`src/rtl/wt_cache_pkg.sv`:
```
// Shared constants and table entry type for the write-through cache memory arbiter.
package wt_cache_pkg;

  localparam logic WT_SRC_ICACHE = 1'b0;
  localparam logic WT_SRC_DCACHE = 1'b1;

  typedef struct packed {
    logic valid;
    logic src;
  } wt_arb_entry_t;

endpackage

```
`src/rtl/wt_mem_arb_rr.sv`:
```
// Two-input round-robin picker; holds its grant while the adapter back-pressures.
module wt_mem_arb_rr
  import wt_cache_pkg::*;
(
  input  logic       clk_i,
  input  logic       rst_i,
  input  logic [1:0] elig_i,
  input  logic       last_src_i,
  input  logic       ack_i,
  output logic       grant_vld_o,
  output logic       grant_src_o,
  output logic       locked_o
);

  logic locked_q, locked_d;
  logic lock_src_q, lock_src_d;

  always_comb begin
    grant_vld_o = 1'b0;
    grant_src_o = WT_SRC_ICACHE;
    if (!rst_i) begin
      // A locked requester keeps the grant without re-checking eligibility.
      if (locked_q) begin
        grant_vld_o = 1'b1;
        grant_src_o = lock_src_q;
      end else if (&elig_i) begin
        grant_vld_o = 1'b1;
        grant_src_o = ~last_src_i;
      end else if (elig_i[0]) begin
        grant_vld_o = 1'b1;
        grant_src_o = WT_SRC_ICACHE;
      end else if (elig_i[1]) begin
        grant_vld_o = 1'b1;
        grant_src_o = WT_SRC_DCACHE;
      end
    end
    locked_d   = grant_vld_o & ~ack_i;
    lock_src_d = grant_src_o;
  end

  always_ff @(posedge clk_i) begin
    if (rst_i) begin
      locked_q   <= 1'b0;
      lock_src_q <= WT_SRC_ICACHE;
    end else begin
      locked_q   <= locked_d;
      lock_src_q <= lock_src_d;
    end
  end

  assign locked_o = locked_q;

endmodule

```
`src/rtl/wt_mem_arbiter.sv`:
```
// Arbitrates I$/D$ memory requests onto one adapter port and routes returns by
// transaction ID through an outstanding table.
module wt_mem_arbiter
  import wt_cache_pkg::*;
#(
  parameter int TidWidth     = 2,
  parameter int PayloadWidth = 128,
  parameter int MaxOutIcache = 1,
  parameter int MaxOutDcache = 4
) (
  input  logic                    clk_i,
  input  logic                    rst_i,
  input  logic                    icache_req_i,
  input  logic [TidWidth-1:0]     icache_tid_i,
  input  logic [PayloadWidth-1:0] icache_payload_i,
  output logic                    icache_ack_o,
  input  logic                    dcache_req_i,
  input  logic [TidWidth-1:0]     dcache_tid_i,
  input  logic [PayloadWidth-1:0] dcache_payload_i,
  output logic                    dcache_ack_o,
  output logic                    mem_req_o,
  output logic [TidWidth-1:0]     mem_tid_o,
  output logic [PayloadWidth-1:0] mem_payload_o,
  output logic                    mem_src_o,
  input  logic                    mem_ack_i,
  input  logic                    mem_rtrn_vld_i,
  input  logic [TidWidth-1:0]     mem_rtrn_tid_i,
  output logic                    icache_rtrn_vld_o,
  output logic                    dcache_rtrn_vld_o,
  output logic                    rtrn_err_o,
  output logic                    idle_o
);

  localparam int NumTx = 2 ** TidWidth;
  localparam int CntW  = $clog2(NumTx + 1);
  localparam logic [CntW-1:0] MaxI = CntW'(MaxOutIcache);
  localparam logic [CntW-1:0] MaxD = CntW'(MaxOutDcache);

  wt_arb_entry_t   table_q [NumTx];
  wt_arb_entry_t   table_d [NumTx];
  logic [CntW-1:0] icnt_q, icnt_d, dcnt_q, dcnt_d;
  logic            last_src_q, last_src_d;

  logic [1:0]      elig;
  logic            grant_vld, grant_src, locked, accept, rtrn_hit;
  wt_arb_entry_t   rtrn_entry;

  assign elig[0] = icache_req_i & ~table_q[icache_tid_i].valid & (icnt_q < MaxI);
  assign elig[1] = dcache_req_i & ~table_q[dcache_tid_i].valid & (dcnt_q < MaxD);

  wt_mem_arb_rr u_rr (
    .clk_i       (clk_i),
    .rst_i       (rst_i),
    .elig_i      (elig),
    .last_src_i  (last_src_q),
    .ack_i       (mem_ack_i),
    .grant_vld_o (grant_vld),
    .grant_src_o (grant_src),
    .locked_o    (locked)
  );

  assign accept        = grant_vld & mem_ack_i;
  assign mem_req_o     = grant_vld;
  assign mem_src_o     = grant_vld & grant_src;
  assign mem_tid_o     = !grant_vld ? '0 :
                         (grant_src == WT_SRC_DCACHE) ? dcache_tid_i : icache_tid_i;
  assign mem_payload_o = !grant_vld ? '0 :
                         (grant_src == WT_SRC_DCACHE) ? dcache_payload_i : icache_payload_i;
  assign icache_ack_o  = accept & (grant_src == WT_SRC_ICACHE);
  assign dcache_ack_o  = accept & (grant_src == WT_SRC_DCACHE);

  assign rtrn_entry        = table_q[mem_rtrn_tid_i];
  assign rtrn_hit          = mem_rtrn_vld_i & ~rst_i & rtrn_entry.valid;
  assign icache_rtrn_vld_o = rtrn_hit & (rtrn_entry.src == WT_SRC_ICACHE);
  assign dcache_rtrn_vld_o = rtrn_hit & (rtrn_entry.src == WT_SRC_DCACHE);
  assign rtrn_err_o        = mem_rtrn_vld_i & ~rst_i & ~rtrn_entry.valid;
  assign idle_o            = ~locked & (icnt_q == '0) & (dcnt_q == '0);

  always_comb begin
    table_d = table_q;
    // Return clears before accept sets, so a same-tid reuse keeps the new entry.
    if (rtrn_hit) table_d[mem_rtrn_tid_i].valid = 1'b0;
    if (accept)   table_d[mem_tid_o] = '{valid: 1'b1, src: grant_src};
    icnt_d = icnt_q + CntW'(icache_ack_o) - CntW'(icache_rtrn_vld_o);
    dcnt_d = dcnt_q + CntW'(dcache_ack_o) - CntW'(dcache_rtrn_vld_o);
    last_src_d = accept ? grant_src : last_src_q;
  end

  always_ff @(posedge clk_i) begin
    if (rst_i) begin
      for (int i = 0; i < NumTx; i++) table_q[i] <= '0;
      icnt_q     <= '0;
      dcnt_q     <= '0;
      last_src_q <= WT_SRC_DCACHE;
    end else begin
      table_q    <= table_d;
      icnt_q     <= icnt_d;
      dcnt_q     <= dcnt_d;
      last_src_q <= last_src_d;
    end
  end

  a_payload_stable: assert property (@(posedge clk_i) disable iff (rst_i)
    locked |-> $stable(mem_payload_o));
  a_icnt_max: assert property (@(posedge clk_i) disable iff (rst_i) icnt_q <= MaxI);
  a_dcnt_max: assert property (@(posedge clk_i) disable iff (rst_i) dcnt_q <= MaxD);

endmodule

```
`config.mk`:
```
export PLATFORM = sky130hd
export DESIGN_NAME = wt_mem_arbiter
export DESIGN_NICKNAME = d
export VERILOG_FILES = /design/src/rtl/wt_cache_pkg.sv /design/src/rtl/wt_mem_arb_rr.sv /design/src/rtl/wt_mem_arbiter.sv
export SDC_FILE = /design/constraint.sdc
export NUM_CORES = 1
export LEC_CHECK = 0
export BUFFER_PORTS_ARGS = -buffer_cell sky130_fd_sc_hd__buf_4
export CAP_MARGIN = 20
export CORE_AREA = 2 2 157 159
export CTS_CLUSTER_DIAMETER = 100
export DETAILED_ROUTE_END_ITERATION = 8
export DIE_AREA = 0 0 159 161
export PLACE_DENSITY = 0.48
export RECOVER_POWER = 25
export SYNTH_ARGS = -nofsm -noshare
export SYNTH_HDL_FRONTEND = slang
export SYNTH_SLANG_ARGS = --single-unit
export TNS_END_PERCENT = 10
```
`constraint.sdc`:
```
create_clock -name clk_i -period 9.9 [get_ports clk_i]
set_clock_uncertainty 0.05 [all_clocks]
set_input_delay 1.98 -clock clk_i [delete_from_list [all_inputs] [get_ports clk_i]]
set_output_delay 1.98 -clock clk_i [all_outputs]
set_load 0.03 [all_outputs]
```
==> results of run 1 <==
synthesized netlist by cell type, types with 2 or more instances:
cell type | number | area (um^2)
ha_1 | 5 | 62.6
inv_1 | 14 | 52.6
nand2_1 | 264 | 991
fa_1 | 2 | 40.0
o21ai_0 | 3 | 15.0
a32o_1 | 2 | 20.0
dfxtp_1 | 17 | 340
buf_6 | 11 | 124
nand3_1 | 4 | 20.0
buf_2 | 20 | 100
xnor2_1 | 2 | 17.5
clkbuf_1 | 14 | 52.6
nor2b_1 | 4 | 25.0
a211oi_1 | 2 | 15.0
o21a_1 | 2 | 15.0
nor2_1 | 7 | 26.3
a21oi_1 | 35 | 175
nor3_1 | 5 | 25.0
a21oi_2 | 100 | 876
o211ai_2 | 2 | 25.0
mux4_2 | 4 | 90.1
nand2b_1 | 4 | 25.0
worst max-delay path: cells and delay by family:
kind | cells | cell delay (ns)
buffers and inverters | 3 | 1.96
AOI/OAI and AO/OA | 3 | 1.87
muxes | 1 | 0.32
layer usage:
metal | GRT usage | wire [um]
met2 | 0.254 | 9660
met4 | 0.0112 | 79
met5 | 0 | 0
met1 | 0.176 | 7930
met3 | 0.0306 | 1510
per-stage QoR:
step / power (mW) / util / cell area [um^2] / setup WS, ns / hold slack (ns)
6_report: 0.632 / 0.272 / 6520 / 1.65 / 0.419
3_3_place_gp: 0.566 / 0.274 / 6570 / 2.55 / 0.399
2_1_floorplan: 0.366 / - / 3380 / 3.74 / 0.386
3_5_place_dp: 0.564 / 0.274 / 6570 / 2.52 / 0.415
5_1_grt: 0.675 / 0.272 / 6520 / 1.30 / 0.455
4_1_cts: 0.649 / 0.277 / 6640 / 2.52 / 0.427
area by class of cell:
cell class | count | area share
multi-input cells | 469 | 0.405
flip-flops and latches | 17 | 0.0522
repair buffers | 409 | 0.459
inverters | 16 | 0.00979
clock buffers | 4 | 0.0121
well taps | 324 | 0.0622
power breakdown:
part	leakage [nW]	internal [mW]	switching [mW]
clock	0.0382	0.0547	0.0269
sequential	0.138	0.0727	0.00254
combinational	2.99	0.184	0.291
cells by family after synthesis:
kind of cell,after synthesis
AO/OA/AOI/OAI,157
XOR/XNOR,3
adder cells (fa/ha/maj),7
buffers and inverters,64
flip-flops,17
multiplexers,4
AND/OR/NAND/NOR,298
worst max path at each step:
stage,endpoint,cells past startpoint
final,mem_payload_o[126],7
after CTS,mem_payload_o[5],9
after floorplan,icache_ack_o,7
after detailed placement,mem_payload_o[5],9
after global placement,mem_payload_o[38],9
after global routing,mem_payload_o[126],7
sequential cells by signal, indices dropped and copies added (netlist names):
| register | cells |
|---|---|
| table_q | 8 |
| dcnt_q | 3 |
| icnt_q | 3 |
| last_src_q | 1 |
| u_rr.lock_src_q | 1 |
| u_rr.locked_o | 1 |
cells in the final DEF, fill, tap and decap left out, drive strengths merged, types with 2 or more instances in the layout:
cell / count
a32o: 2
fa: 2
clkbuf: 26
nand2b: 4
nand2: 265
inv: 15
mux4: 4
a21oi: 135
ha: 5
nor2: 7
nand3: 4
dfxtp: 17
a211oi: 3
xnor2: 2
nor3: 5
o21ai: 4
o21a: 2
o211ai: 3
buf: 387
nor2b: 4
==> out/summary.txt, run 1 <==
core area -> 0.0240 mm^2
Yosys cell types -> 49
PD cells -> 96.9 mW/mm^2
CTS Buf Count -> 3
HPWL Detailed -> 15.4 mm
Final #Nets -> 1191
Synth Flop Type -> dfxtp_1
fmax -> 121 MHz
gr usage total -> 0.139
final setup vio count -> 0
Post-CTS Setup Bufs -> 0
Rel. slew slack -> -0.237
yosys warns -> 0
Register Area -> 340 um^2
Layout fillers -> 2743
latest clock arrival within the worst-skew pair -> 0.25 ns
Post-Syn Instances -> 550
CP Capture Type -> output port
worst hold start -> last_src_q
Starting DRT DRC Count -> 324
Leak Pwr -> 3.17 nW
largest net degree at the start of global routing -> 99
clk buf depth -> 2
largest family of logic cells by synthesized area -> compound AO/OA/AOI/OAI gates
DIE HEIGHT -> 161 um
Slowest-stage cell, CP -> a21o_1
critical-path cell list -> clkbuf_1, mux4_2, o21ba_1, a21o_1, clkbuf_2, a21oi_1, buf_4
crit-path max cell delay -> 1.40 ns
drt via density -> 4.10
Mapped Area -> 0.00338 mm^2
fin cells -> 1239
Crit. Startpoint -> dcache_tid_i[0]
cell total after placement -> 1235
vias -> 5076
multi-input logic area -> 0.00264 mm^2
count of input and output buffers -> 405
Worst Max-Slew Pin Slew -> 1.86 ns
GPL Wtd Cong -> 0.810
Pre-antenna DRT Iters -> 4
Ports -> 406
Root Driver -> clkbuf_16
mux contribution to synthesized area -> 0.0266
maxcap violations -> 2
cell row count -> 57
grt ovf -> 0
reg2reg end -> icnt_q[2]
die footprint -> 0.0256 mm^2
adder-cell share of the synthesized area -> 0.0303
CP Data Arrival Time -> 6.22 ns
sequential share of the synthesized area -> 0.101
ys async rst share -> 0
routed wire length -> 19.2 mm
Area growth, synth to finish -> 92.7%
first-pass GRT wire length -> 29.1 mm
unrepaired setup endpoints after global routing -> false
hold depth -> 1
ant diodes -> 0
Critical Path Fanout Max -> 50
setup TNS -> 0 ns
CTS-repair resized insts -> 0
Clock transition at path regs -> 0.05 ns
crit start category -> input port
Post-synth EDFFs -> 0
fraction of layout cells with a size suffix above 1 -> 0.545
Hold Vio Cnt, Final -> 0
violated checks -> max-capacitance violations, max-slew violations
Worst Hold Class -> reg2reg
Req. time, crit path -> 7.87 ns
vias in the first global route -> 5144
#FFs+latches synth -> 17
Slew Limit Fails -> 89
Synth Area in Compound Gates -> 0.372
Starting Density -> 0.141
initial antenna violation count -> 0
Avg Cell Area, Syn -> 6.15 um^2
post-route clock period utilization -> 0.833
xor-xnor portion of the synthesized cell area -> 0.00777
hold buffer count at CTS -> 0
Post-DRT Antenna Nets -> 0
Hold EP -> last_src_q
Die Wd -> 159 um
DRC viols -> 0
r2r worst-path depth -> 12
Critical R2R Launch -> icnt_q[1]
R2R setup slack -> 5.69 ns
status -> finished with violations
H-tree depth -> 1
critical path class -> in2out
post-synthesis simple-gate area fraction -> 0.354
drt wl/cell -> 15.5 um
CTS sink cnt -> 17
CTS tree -> done
VDD IR max -> 0.0000544 V
Min Clock Period, post-route -> 8.25 ns
Post-Syn Nets -> 825
Note: power is estimated with default switching activity, not from simulation.
==> run 2, diff against run 1 <==
PLACE_DENSITY = 0.5   (was 0.48)
clock period = 6.9 ns   (was 9.9 ns; I/O delays follow)
==> out/summary.txt, run 2 (synthesized netlist as in run 1, its figures left out) <==
initial antenna violation count -> 0 (unchanged)
largest net degree at the start of global routing -> 79 (-20%)
Post-DRT Antenna Nets -> 0 (unchanged)
multi-input logic area -> 0.00265 mm^2 (+0.24%)
Rel. slew slack -> 0.511 (+0.749)
max reg flops -> 8 (unchanged)
Slowest-stage cell, CP -> inv_4
Die Wd -> 159 um (unchanged)
crit start category -> input port
CP Data Arrival Time -> 4.38 ns (-1.84 ns)
PD cells -> 139 mW/mm^2 (+43%)
Critical Path Fanout Max -> 47 (-6.0%)
Root Driver -> clkbuf_16
Pre-antenna DRT Iters -> 5 (+1)
Starting DRT DRC Count -> 442 (+36%)
routed wire length -> 18.7 mm (-2.7%)
setup TNS -> 0 ns (unchanged)
Layout fillers -> 2741 (-0.073%)
Worst Max-Slew Pin Slew -> 0.733 ns (-1.12 ns)
status -> finished, final reports clean
ant diodes -> 0 (unchanged)
Register Area -> 340 um^2 (unchanged)
Slew Limit Fails -> 0 (-100%)
fraction of layout cells with a size suffix above 1 -> 0.545 (about the same)
clk buf depth -> 2 (unchanged)
vias in the first global route -> 4895 (-4.8%)
Post-CTS Setup Bufs -> 0 (unchanged)
final setup vio count -> 0 (unchanged)
CTS sink cnt -> 17 (unchanged)
Leak Pwr -> 3.18 nW (+0.53%)
Min Clock Period, post-route -> 5.81 ns
Ports -> 406 (unchanged)
CTS Buf Count -> 3 (unchanged)
Worst Hold Class -> reg2reg
Area growth, synth to finish -> 94.5%
drt wl/cell -> 15.0 um (-2.9%)
VDD IR max -> 0.0000718 V (+32%)
commonest cells after routing, fill and taps aside -> 386 x buf_4, 265 x nand2_1, 100 x a21oi_2
Req. time, crit path -> 5.47 ns (-2.40 ns)
hold depth -> 1 (unchanged)
crit-path max cell delay -> 0.61 ns (-0.79 ns)
Largest Register -> table_q
Hold Vio Cnt, Final -> 0 (unchanged)
count of input and output buffers -> 405 (unchanged)
first-pass GRT wire length -> 27.4 mm (-5.8%)
DIE HEIGHT -> 161 um (unchanged)
latest clock arrival within the worst-skew pair -> 0.25 ns (about the same)
maxcap violations -> 0 (-2)
post-route clock period utilization -> 0.841
core area -> 0.0240 mm^2 (unchanged)
Starting Density -> 0.141 (unchanged)
Clock transition at path regs -> 0.05 ns (about the same)
CP Capture Type -> output port
Final #Nets -> 1193 (+0.17%)
cell row count -> 57 (unchanged)
CTS-repair resized insts -> 0 (unchanged)
HPWL Detailed -> 15.1 mm (-2.1%)
DRC viols -> 0 (unchanged)
r2r worst-path depth -> 12 (unchanged)
fmax -> 172 MHz
CTS tree -> done
GPL Wtd Cong -> 0.851 (+5.1%)
gr usage total -> 0.132 (-0.00778)
die footprint -> 0.0256 mm^2 (unchanged)
unrepaired setup endpoints after global routing -> false
total chip power -> 0.912 mW (+44%)
critical path class -> in2out
Min Hold Slack -> 0.410 ns (-0.00928 ns)
drt via density -> 4.08 (-0.30%)
most common cell after layout, fill and taps aside -> buf_4
H-tree depth -> 1 (unchanged)
critical-path cell list -> clkbuf_1, mux4_2, o21bai_4, nand2_1, inv_4, buf_4, nand2_1, a21oi_2, buf_4
Final Util -> 0.274 (+0.00240)
Top Registers -> table_q: 8 flops, dcnt_q: 3 flops, icnt_q: 3 flops
hold buffer count at CTS -> 0 (unchanged)
vias -> 5069 (-0.14%)
grt ovf -> 0 (unchanged)
run 2: cell count changes in the layout (fill, tap and decap cells not counted), sizes merged:
cell,previous run,this run
buf,387,389
run 2: per-layer routing:
layer / wire length, um / part of all wire / GRT usage / vias to the layer above
met5: 0 / 0 / 0 / -
met4: 51 / 0.0027 / 0.00785 / 0
met3: 1510 / 0.081 / 0.0252 / 7
met2: 9190 / 0.49 / 0.235 / 278
met1: 7910 / 0.42 / 0.173 / 2243
li1: - / - / - / 2541
run 2: worst max-delay path, delay by kind of cell:
kind            cells  cell delay, ns
compound gates      2            0.32
mux                 1            0.60
buf+inv             4            1.52
simple gates        2            0.53
run 2: path summary, 6_finish.rpt:
check | from | endpoint | slack, ns
setup reg to reg | icnt_q[1] | icnt_q[2] | 3.18
hold / removal | last_src_q | last_src_q | 0.41
hold reg to reg | last_src_q | last_src_q | 0.41
setup / recovery | dcache_tid_i[0] | mem_payload_o[30] | 1.09
run 2: final cells by class:
| type | count | area share |
|---|---|---|
| tap | 324 | 0.0616 |
| multi-input combinational | 469 | 0.403 |
| timing repair buffer | 411 | 0.462 |
| sequential | 17 | 0.0518 |
| inverter | 16 | 0.00970 |
| clock buffer | 4 | 0.0120 |
run 2: through the flow:
step                      instances  area [um^2]  setup WS (ns)
after floorplan                 550         3380           1.94
after global placement         1237         6620           1.61
after detailed placement       1237         6620           1.57
after CTS                      1241         6700           1.56
after global routing           1241         6580          0.791
final                          1241         6580           1.09
run 2: where the power goes:
part / switching (mW) / internal [mW] / leakage, nW
clock: 0.0393 / 0.0785 / 0.0382
sequential: 0.00396 / 0.104 / 0.138
combinational: 0.418 / 0.268 / 3.01
==> run 3, diff against run 2 <==
clock period = 4.8 ns   (was 6.9 ns; I/O delays follow)
==> out/summary.txt, run 3 (synthesized netlist as in run 1, its figures left out) <==
Pint -> 0.667 mW (+48%)
grt ovf -> 0 (unchanged)
routed wire length -> 18.4 mm (-1.4%)
PD cells -> 198 mW/mm^2 (+43%)
final setup margin -> 0.374 ns (-0.719 ns)
drt via density -> 4.06 (-0.52%)
dpl ws -> 0.582 ns (-0.988 ns)
setup TNS -> 0 ns (unchanged)
sequential share of power -> 0.117 (-0.002)
Die Wd -> 159 um (unchanged)
Slew Limit Fails -> 0 (unchanged)
Comb pwr share -> 0.758 (+0.006)
CTS Buf Count -> 3 (unchanged)
CTS sink cnt -> 17 (unchanged)
fin cells -> 1249 (+0.64%)
DRC viols -> 0 (unchanged)
hold buffer count at CTS -> 0 (unchanged)
die footprint -> 0.0256 mm^2 (unchanged)
Worst Hold Class -> reg2reg
GPL Wtd Cong -> 0.805 (-5.4%)
gr usage total -> 0.132 (about the same)
initial antenna violation count -> 0 (unchanged)
met3 Usage GRT -> 0.0234 (-0.00180)
met1 Usage GRT -> 0.178 (+0.00472)
Ports -> 406 (unchanged)
fmax -> 226 MHz
vias in the first global route -> 4950 (+1.1%)
CTS tree -> done
Rel. slew slack -> 0.375 (-0.136)
Post-CTS Setup Bufs -> 0 (unchanged)
fraction of layout cells with a size suffix above 1 -> 0.556 (+0.0104)
cell row count -> 57 (unchanged)
clock group share of total power -> 0.125 (-0.004)
first-pass GRT wire length -> 27.6 mm (+0.93%)
cell total after placement -> 1245 (+0.65%)
Placed Area -> 0.00670 mm^2 (+1.3%)
unrepaired setup endpoints after global routing -> false
Final Util -> 0.279 (+0.00449)
VDD IR max -> 0.000111 V (+55%)
total chip power -> 1.33 mW (+45%)
core area -> 0.0240 mm^2 (unchanged)
CP Capture Type -> output port
maxcap violations -> 0 (unchanged)
final instance area -> 0.00668 mm^2 (+1.6%)
Leak Pwr -> 3.26 nW (+2.2%)
Clock transition at path regs -> 0.05 ns (about the same)
Largest Register -> table_q
Root Driver -> clkbuf_16
drt wl/cell -> 14.7 um (-2.0%)
R2R setup slack -> 1.52 ns (-1.66 ns)
DIE HEIGHT -> 161 um (unchanged)
Final #Nets -> 1201 (+0.67%)
Area growth, synth to finish -> 97.6%
Hold Vio Cnt, Final -> 0 (unchanged)
Min Hold Slack -> 0.416 ns (+0.00605 ns)
latest clock arrival within the worst-skew pair -> 0.25 ns (about the same)
Worst Max-Slew Pin Slew -> 0.937 ns (+0.205 ns)
Starting Density -> 0.141 (unchanged)
vias -> 5075 (+0.12%)
Req. time, crit path -> 3.79 ns (-1.68 ns)
Top Registers -> table_q: 8 flops, dcnt_q: 3 flops, icnt_q: 3 flops
CTS-repair resized insts -> 0 (unchanged)
clk buf depth -> 2 (unchanged)
max reg flops -> 8 (unchanged)
HPWL Detailed -> 14.9 mm (-1.1%)
status -> finished, final reports clean
largest net degree at the start of global routing -> 77 (-2.5%)
most common cell after layout, fill and taps aside -> buf_4
Pre-antenna DRT Iters -> 6 (+1)
critical path class -> in2out
NetSw -> 0.659 mW (+43%)
Min Clock Period, post-route -> 4.43 ns
Layout fillers -> 2751 (+0.36%)
count of input and output buffers -> 405 (unchanged)
crit start category -> input port
commonest cells after routing, fill and taps aside -> 398 x buf_4, 265 x nand2_1, 100 x a21oi_2
CP Data Arrival Time -> 3.42 ns (-0.96 ns)
Starting DRT DRC Count -> 292 (-34%)
Switching Share -> 0.497 (-0.00827)
Post-DRT Antenna Nets -> 0 (unchanged)
M2 GR Usage -> 0.228 (-0.00632)
H-tree depth -> 1 (unchanged)
post-route clock period utilization -> 0.922
ant diodes -> 0 (unchanged)
grt peak-use layer -> met2
Critical Path Fanout Max -> 57 (+21%)
final setup vio count -> 0 (unchanged)
## run 3: changes by cell type in the layout (fill, tap and decap cells not counted)
| cell | delta |
|---|---|
| buf_4 | +12 |
| buf_12 | +2 |
| clkbuf_1 | -6 |
## run 3: area by class of cell
type,count,area (um^2),area share
multi-input combinational,469,2650,0.396
clock buffer,4,78.8,0.0118
tap,324,405,0.0607
timing repair buffer,419,3150,0.471
inverter,16,63.8,0.00955
sequential,17,340,0.0509
## run 3: worst paths after layout
check,from,to,cells after the start
max,icache_tid_i[0],mem_payload_o[88],8
min reg2reg,last_src_q,last_src_q,1
max reg2reg,icnt_q[1],icnt_q[2],12
min,last_src_q,last_src_q,1
## run 3: critical path, stage by stage
cell and delay, ns:
clkbuf_1 0.22, mux4_2 0.58, o311a_1 0.42, nand2_1 0.29, buf_12 0.28, nand2_1 0.11, a21oi_2 0.14, clkbuf_1 0.35
## run 3: metal layers
layer / share of wire / vias to the layer above / wire (um)
met2: 0.48 / 280 / 8920
met3: 0.085 / 10 / 1560
met5: 0 / - / 0
li1: - / 2557 / -
met4: 0.0062 / 0 / 114
met1: 0.42 / 2228 / 7810
## run 3: power by group through the flow
stage	combinational [mW]	clock, mW	sequential, mW
final	1.01	0.166	0.155
after global routing	1.08	0.177	0.156
after CTS	1.03	0.170	0.155
after detailed placement	1.03	0	0.158
after global placement	1.03	0	0.158
after floorplan	0.599	0	0.156
